===== src/rtl/ttc_trig_pkg.sv =====
// rtl/ttc_trig_pkg.sv - shared constants for the TTC trigger receiver
// State indices, FIFO word field widths and the default asynchronous trigger type.
package ttc_trig_pkg;

   localparam int ST_IDLE     = 0;
   localparam int ST_SEND     = 1;
   localparam int ST_WAIT_RDY = 2;
   localparam int ST_STORE    = 3;
   localparam int ST_ERROR    = 4;

   typedef enum logic [4:0] {
      IDLE     = 5'(1 << ST_IDLE),
      SEND     = 5'(1 << ST_SEND),
      WAIT_RDY = 5'(1 << ST_WAIT_RDY),
      STORE    = 5'(1 << ST_STORE),
      ERROR    = 5'(1 << ST_ERROR)
   } state_t;

   localparam logic [4:0] ASYNC_TYPE_DEF = 5'b00100;

   localparam int FIFO_W  = 128;
   localparam int TYPE_W  = 5;
   localparam int ALARM_W = 4;
   localparam int FLAG_W  = 1;

   // FIFO word, LSB first: timestamp, acq_trig_num, event_cnt, type, empty_event, alarms, empty_payload
   function automatic int fifo_off_event(input int trig_num_w, input int ts_w);
      return ts_w + trig_num_w;
   endfunction

   function automatic int fifo_used_w(input int trig_num_w, input int ts_w);
      return fifo_off_event(trig_num_w, ts_w) + trig_num_w + TYPE_W + ALARM_W + 2 * FLAG_W;
   endfunction

endpackage


===== src/rtl/acq_ready_timeout.sv =====
// rtl/acq_ready_timeout.sv - acq_ready wait timer, present only with ACQ_READY_TIMEOUT_EN
// Expires once acq_ready has been low for TIMEOUT_CYC cycles counting the start cycle.
`ifdef ACQ_READY_TIMEOUT_EN
module acq_ready_timeout #(
   parameter int TIMEOUT_CYC = 1024
) (
   input  logic clk,
   input  logic reset_n,
   input  logic i_start,
   input  logic i_ready,
   output logic o_expired
);

   localparam int              CNT_W = $clog2(TIMEOUT_CYC + 1);
   localparam logic [CNT_W-1:0] LAST = CNT_W'(TIMEOUT_CYC - 1);

   logic [CNT_W-1:0] r_cnt;
   logic             r_armed;

   always_ff @(posedge clk) begin
      if (!reset_n) begin
         r_cnt   <= '0;
         r_armed <= 1'b0;
      end else if (i_start) begin
         r_cnt   <= CNT_W'(1);
         r_armed <= 1'b1;
      end else if (r_armed) begin
         if (i_ready || o_expired) begin
            r_armed <= 1'b0;
         end else begin
            r_cnt <= r_cnt + CNT_W'(1);
         end
      end
   end

   assign o_expired = r_armed && !i_ready && (r_cnt == LAST);

endmodule
`endif


===== src/rtl/ttc_trigger_receiver_multi.sv =====
// rtl/ttc_trigger_receiver_multi.sv - TTC trigger receiver feeding acquisition and event FIFO
// ACQ_READY_TIMEOUT_EN adds WAIT_RDY with a bounded acq_ready wait; otherwise SEND goes straight to ERROR.
module ttc_trigger_receiver_multi
   import ttc_trig_pkg::*;
#(
   parameter int         NUM_CHAN    = 5,
   parameter int         TRIG_NUM_W  = 24,
   parameter int         TS_W        = 44,
   parameter logic [4:0] ASYNC_TYPE  = ASYNC_TYPE_DEF,
   parameter int         TIMEOUT_CYC = 1024
) (
   input  logic                  clk,
   input  logic                  reset_n,
   input  logic                  reset_trig_num,
   input  logic                  reset_trig_timestamp,
   input  logic                  ttc_trigger,
   input  logic [4:0]            trig_type,
   input  logic [NUM_CHAN-1:0]   chan_en,
   input  logic [NUM_CHAN-1:0]   selftrig_seen,
   input  logic                  acq_ready,
   input  logic                  acq_activated,
   input  logic                  clear_error,
   input  logic [3:0]            xadc_alarms,
   output logic                  acq_trigger,
   output logic [4:0]            acq_trig_type,
   output logic [TRIG_NUM_W-1:0] acq_trig_num,
   input  logic                  fifo_ready,
   output logic                  fifo_valid,
   output logic [127:0]          fifo_data,
   output logic [4:0]            state,
   output logic [TRIG_NUM_W-1:0] trig_num,
   output logic [TS_W-1:0]       trig_timestamp,
   output logic [15:0]           dropped_trig_cnt,
   output logic                  error_trig_rate
);

   localparam int                    PAD_W   = FIFO_W - fifo_used_w(TRIG_NUM_W, TS_W);
   localparam logic [TRIG_NUM_W-1:0] NUM_ONE = TRIG_NUM_W'(1);

   state_t                r_state, w_next;
   logic [TRIG_NUM_W-1:0] r_trig_num, r_acq_trig_num, r_event_cnt;
   logic [TS_W-1:0]       r_ts_cnt, r_trig_ts;
   logic [4:0]            r_acq_trig_type;
   logic [3:0]            r_alarms;
   logic                  r_empty_event, r_empty_payload, r_acq_trigger;
   logic [127:0]          r_fifo_data;
   logic [15:0]           r_dropped;
   logic                  w_in_idle, w_trig_idle, w_go_store, w_store_done, w_expired;

`ifdef ACQ_READY_TIMEOUT_EN
   acq_ready_timeout #(.TIMEOUT_CYC(TIMEOUT_CYC)) u_timeout (
      .clk       (clk),
      .reset_n   (reset_n),
      .i_start   (r_state[ST_SEND] && !acq_ready),
      .i_ready   (acq_ready),
      .o_expired (w_expired)
   );
`else
   assign w_expired = 1'b0;
`endif

   assign w_in_idle    = r_state[ST_IDLE];
   assign w_trig_idle  = w_in_idle && ttc_trigger;
   assign w_go_store   = acq_ready && (r_state[ST_SEND] || r_state[ST_WAIT_RDY]);
   assign w_store_done = r_state[ST_STORE] && fifo_ready;

   always_ff @(posedge clk) begin
      if (!reset_n) r_state <= IDLE;
      else          r_state <= w_next;
   end

   always_comb begin
      w_next = r_state;
      unique case (r_state)
         IDLE:     if (ttc_trigger) w_next = SEND;
`ifdef ACQ_READY_TIMEOUT_EN
         SEND:     w_next = acq_ready ? STORE : WAIT_RDY;
         WAIT_RDY: if (acq_ready) w_next = STORE;
                   else if (w_expired) w_next = ERROR;
`else
         SEND:     w_next = acq_ready ? STORE : ERROR;
`endif
         STORE:    if (fifo_ready) w_next = IDLE;
         ERROR:    if (clear_error) w_next = IDLE;
         default:  w_next = IDLE;
      endcase
   end

   always_ff @(posedge clk) begin
      if (!reset_n) begin
         r_trig_num      <= NUM_ONE;
         r_acq_trig_num  <= NUM_ONE;
         r_event_cnt     <= NUM_ONE;
         r_ts_cnt        <= '0;
         r_trig_ts       <= '0;
         r_acq_trig_type <= '0;
         r_alarms        <= '0;
         r_empty_event   <= 1'b0;
         r_empty_payload <= 1'b0;
         r_acq_trigger   <= 1'b0;
         r_fifo_data     <= '0;
         r_dropped       <= '0;
      end else begin
         r_ts_cnt <= reset_trig_timestamp ? '0 : r_ts_cnt + TS_W'(1);
         if (reset_trig_timestamp) r_trig_ts <= '0;
         else if (w_trig_idle)     r_trig_ts <= r_ts_cnt;

         // A counter reset coinciding with a trigger hands out number 1 and moves on to 2.
         if (reset_trig_num) begin
            r_acq_trig_num <= NUM_ONE;
            r_trig_num     <= w_trig_idle ? NUM_ONE + NUM_ONE : NUM_ONE;
         end else if (w_trig_idle) begin
            r_acq_trig_num <= r_trig_num;
            r_trig_num     <= r_trig_num + NUM_ONE;
         end

         if (w_trig_idle) begin
            r_acq_trig_type <= trig_type;
            r_alarms        <= xadc_alarms;
            r_empty_event   <= (trig_type != ASYNC_TYPE) || !acq_activated;
            r_empty_payload <= (trig_type == ASYNC_TYPE) && acq_activated
                               && ((selftrig_seen & chan_en) == '0);
         end else if (w_store_done) begin
            r_empty_event   <= 1'b0;
            r_empty_payload <= 1'b0;
         end

         if (reset_trig_num)                     r_event_cnt <= NUM_ONE;
         else if (w_go_store && !r_empty_event)  r_event_cnt <= r_event_cnt + NUM_ONE;

         r_acq_trigger <= w_go_store && !r_empty_event;
         if (w_go_store) begin
            r_fifo_data <= {{PAD_W{1'b0}}, r_empty_payload, r_alarms, r_empty_event,
                            r_acq_trig_type, r_event_cnt, r_acq_trig_num, r_trig_ts};
         end

         if (ttc_trigger && !w_in_idle && (r_dropped != 16'hFFFF)) r_dropped <= r_dropped + 16'd1;
      end
   end

   assign state            = r_state;
   assign acq_trigger      = r_acq_trigger;
   assign acq_trig_type    = r_acq_trig_type;
   assign acq_trig_num     = r_acq_trig_num;
   assign fifo_valid       = r_state[ST_STORE];
   assign fifo_data        = r_fifo_data;
   assign trig_num         = r_trig_num;
   assign trig_timestamp   = r_trig_ts;
   assign dropped_trig_cnt = r_dropped;
   assign error_trig_rate  = r_state[ST_ERROR];

endmodule


===== config.mk =====
export PLATFORM = sky130hd
export DESIGN_NAME = ttc_trigger_receiver_multi
export DESIGN_NICKNAME = d
export VERILOG_FILES = /design/src/rtl/ttc_trig_pkg.sv /design/src/rtl/acq_ready_timeout.sv /design/src/rtl/ttc_trigger_receiver_multi.sv
export SDC_FILE = /design/constraint.sdc
export NUM_CORES = 1
export LEC_CHECK = 0
export ABC_AREA = 0
export BUFFER_PORTS_ARGS = -buffer_cell sky130_fd_sc_hd__buf_2
export CAP_MARGIN = 20
export CORE_MARGIN = 2
export CORE_UTILIZATION = 45
export DETAILED_ROUTE_END_ITERATION = 16
export GPL_TIMING_DRIVEN = 0
export PLACE_DENSITY = 0.69
export SLEW_MARGIN = 20
export SYNTH_ARGS = -nofsm -noshare
export SYNTH_HDL_FRONTEND = slang
export SYNTH_SLANG_ARGS = --single-unit

===== constraint.sdc =====
create_clock -name clk -period 4.8 [get_ports clk]
set_input_delay 0.96 -clock clk [delete_from_list [all_inputs] [get_ports clk]]
set_output_delay 0.96 -clock clk [all_outputs]
set_load 0.005 [all_outputs]

==> results.md <==
- Total Wirelength: 31900 µm
- Slew at the pin with the worst max-slew slack: between 1000 and 1500 ps
- Final WS setup: 2180 ps
- # clock sinks: 295
- Yosys warns: 0
- Routed vias/inst: 5.03
- Outcome: completed
- Mapped Cells: 1423
- Post-route core utilization: 56.7%
- First-pass DRT Iterations: 8
- Delay-heaviest family, CP: buffers and inverters
- Final min period: 2620 ps
- Die Y-Extent: 164 µm
- H-tree levels: 1
- Initial antenna violation count: 1
- Area leader, netlist: dfxtp_1
- Critical-path cell list: buf_2 -> clkbuf_1 -> clkinv_1 -> clkbuf_1 -> nor2_1 -> nand3_1
- Num rows: 58
- Core ar.: 0.0251 mm²
- Die width: 164 µm
- Dominant cells by area after synthesis: dfxtp_1, nand2_1, a21oi_1
- Post-DRT Antenna Nets: 0
- Sequential share of power: 49.8%
- Number of gates resized after cts: 0
- Post-synthesis cell type count: between 40 and 50
- Clk Latency, worst-skew pair: 550 ps
- Worst min-delay path class: flip-flop to flip-flop
- WHS Endpoint: fifo_data[102]
- Maxcap violations: 0
- Worst hold path depth: 2
- TritonCTS clock tree: yes
- Reg-to-Reg End: fifo_data[66]
- Seq cells post-synth: 295
- Switching power: 0.00112 W
- Root Driver: clkbuf_16
- Pwr Density: 349 mW/mm²
- Vias: 10486
- Gr usage total: 23.0%
- Routed wire per std cell: 15.3 µm
- # Post-CTS Setup Buffers: 0
- Starting DRC count in detailed routing: between 600 and 700
- Largest net degree at the start of global routing: 15
- P&R area growth vs syn: 23.9%
- Fin. Hold Viols: 0
- Reg2reg path depth: 7
- Internal power: 0.00384 W
- Die area: 0.0268 mm²
- P_leak: 5.51 nW
- DP Worst Slack: between 1500 and 2000 ps
- Fmax achieved: 0.381 GHz
- Post-synth EDFFs: 0
- Reg2Reg Setup Slack: 2190 ps
- DRC violations left: 0
- CP arrival: 3030 ps
- Synthesized area: 0.0115 mm²
- Seq/Total Area, Yosys: between 50% and 60%
- Crit share post-route: 54.6%
- CTS Buf Count: 30
- Clock share of power: 45.9%
- Combinational group share of total power: under 10%
- RSZ-0062 raised after global routing: no
- Worst vdd ir: around 0.23 mV
- Synth top area share: 51.4%
- Final Max Slew Viols: 0
- Crit-path max FO: 10
- Routability cong.: 0.827
- Count leader, synth: nand2_1
- Synth async-reset ratio: 0%
- Commonest cells in the netlist: nand2_1, dfxtp_1, a21oi_1
- Ports: approximately 280
- Prevailing post-synth register cell: dfxtp_1
- Total grt overflow: 0
- Most frequent CP cell: clkbuf_1
- Final setup TNS: 0 ps
- Vias in the first global route: ~9500
- CP bufs+invs: 4
- NumNets Final: 1762
- Crit Path Class: primary input to flip-flop
- Endpoints failing setup: 0
- Syn_area_per_cell: 8.08 µm²
- CP max stage cell: clkbuf_1
- Clock transition at the registers of the reported paths: 60 ps
- Crit Reg-Reg Startpoint: state[1]
- CP max stage delay: ~550 ps
- Layout cells sized above 1: roughly a fifth
- Clk_skew: 19.7 ps
- Initial core utilization: 45.8%
- CP endpoint kind: flip-flop
- PortBufs: 250
- Wire length of the first global-routing pass: roughly 50000 µm
- Relative slew slack: around 29%
- Setup crit start: reset_n
- Cts hold-fix bufs: 0
- Worst Path Required: between 5000 and 6000 ps
- Sw frac: 22.6%
- HP Start: r_empty_payload
- Crit path launch type: primary input
- Longest Clk Path Bufs: 3
- Post-DP HPWL: 23700 µm
power groups by stage:
stage / Sequential, W / Combinational [W] / Clock, W
floorplan: 0.00253 / 0.000127 / 0
global placement: 0.00253 / 0.000211 / 0
detailed placement: 0.00253 / 0.000212 / 0
CTS: 0.00247 / 0.000213 / 0.00232
global route: 0.00247 / 0.000235 / 0.00243
finish: 0.00247 / 0.000212 / 0.00228
sequential cells by signal, summed over array words and instances, names as in the netlist, 5 cells and up:
| name | flops |
|---|---|
| acq_trig_type | 5 |
| r_event_cnt | 24 |
| r_ts_cnt | 44 |
| dropped_trig_cnt | 16 |
| trig_num | 24 |
| fifo_data | 103 |
| trig_timestamp | 44 |
| acq_trig_num | 24 |
logic make-up (layout without fill, tap and decap cells):
kind of cell               Yosys count  after routing  share of synthesized area [%]
xor gates and xnor gates            87             87                           6.63
muxes                                1              1                         0.0871
buffers and inverters              119            425                           4.81
and+or+nand+nor                    691            691                           26.5
AOI/OAI and AO/OA                  225            225                           10.1
adders and majority gates            4              4                          0.436
other                                1             27                         0.0326
DFF                                295            295                           51.4
layout by cell type (no fill, tap or decap), types with 3 or more instances in the layout:
master,netlist,layout
conb_1,1,26
or4_1,3,3
xnor2_1,52,52
nand4_1,29,29
o21ai_0,13,13
clkinv_2,0,8
and4_1,13,13
nor4_1,19,18
nor2_1,105,105
buf_4,28,28
nor3_1,22,22
and2_1,6,6
a31oi_1,3,3
or2_2,3,3
a211oi_1,5,5
nand2b_1,5,5
clkbuf_16,0,31
dfxtp_1,295,295
nand2_1,408,408
inv_1,6,6
buf_2,1,251
xor2_1,35,35
a21oi_1,197,197
or3_1,11,11
clkbuf_1,71,78
ha_1,4,4
and3_1,13,13
buf_1,12,12
nor3b_1,3,3
clkbuf_8,0,9
nand3_1,37,37
worst min-delay path, delay by kind of cell (launching register included):
family	cells	cell delay (ps)
compound gates	1	50
flops	1	310
simple gates	1	50
layout make-up:
class,count,area [µm²]
inverters,7,26.3
well taps,330,413
flip-flops and latches,295,5910
multi-input cells,1034,5130
plain buffers,112,527
clock inverters,9,48.8
repair buffers,250,1250
fillers,2417,10900
clock buffers,47,926
diodes,1,2.50
through the flow:
stage | std cells | hold WS [ps] | power (W) | cell area [µm²]
after floorplan | 1448 | 432 | 0.00265 | 11600
after global placement | 2028 | 439 | 0.00274 | 13200
after detailed placement | 2028 | 443 | 0.00274 | 13200
after CTS | 2084 | 452 | 0.00500 | 14200
after global routing | 2085 | 465 | 0.00513 | 14200
final | 2085 | 445 | 0.00496 | 14200
worst max-delay path by stage:
stage | endpoint | slack, ps | cells after the start
floorplan | dropped_trig_cnt[5] | 2490 | 5
global placement | acq_trig_num[0] | 1570 | 6
detailed placement | r_event_cnt[22] | 1560 | 7
CTS | fifo_data[54] | 2150 | 7
global route | fifo_data[42] | 1960 | 7
finish | acq_trig_num[0] | 2180 | 6
per-layer routing:
metal	GRT usage, %	share of wire [%]
met5	0	0
met4	6.18	2.4
met3	3.51	5.0
met2	40.3	49
met1	29.4	43
Power figures use the tool's default switching activity.
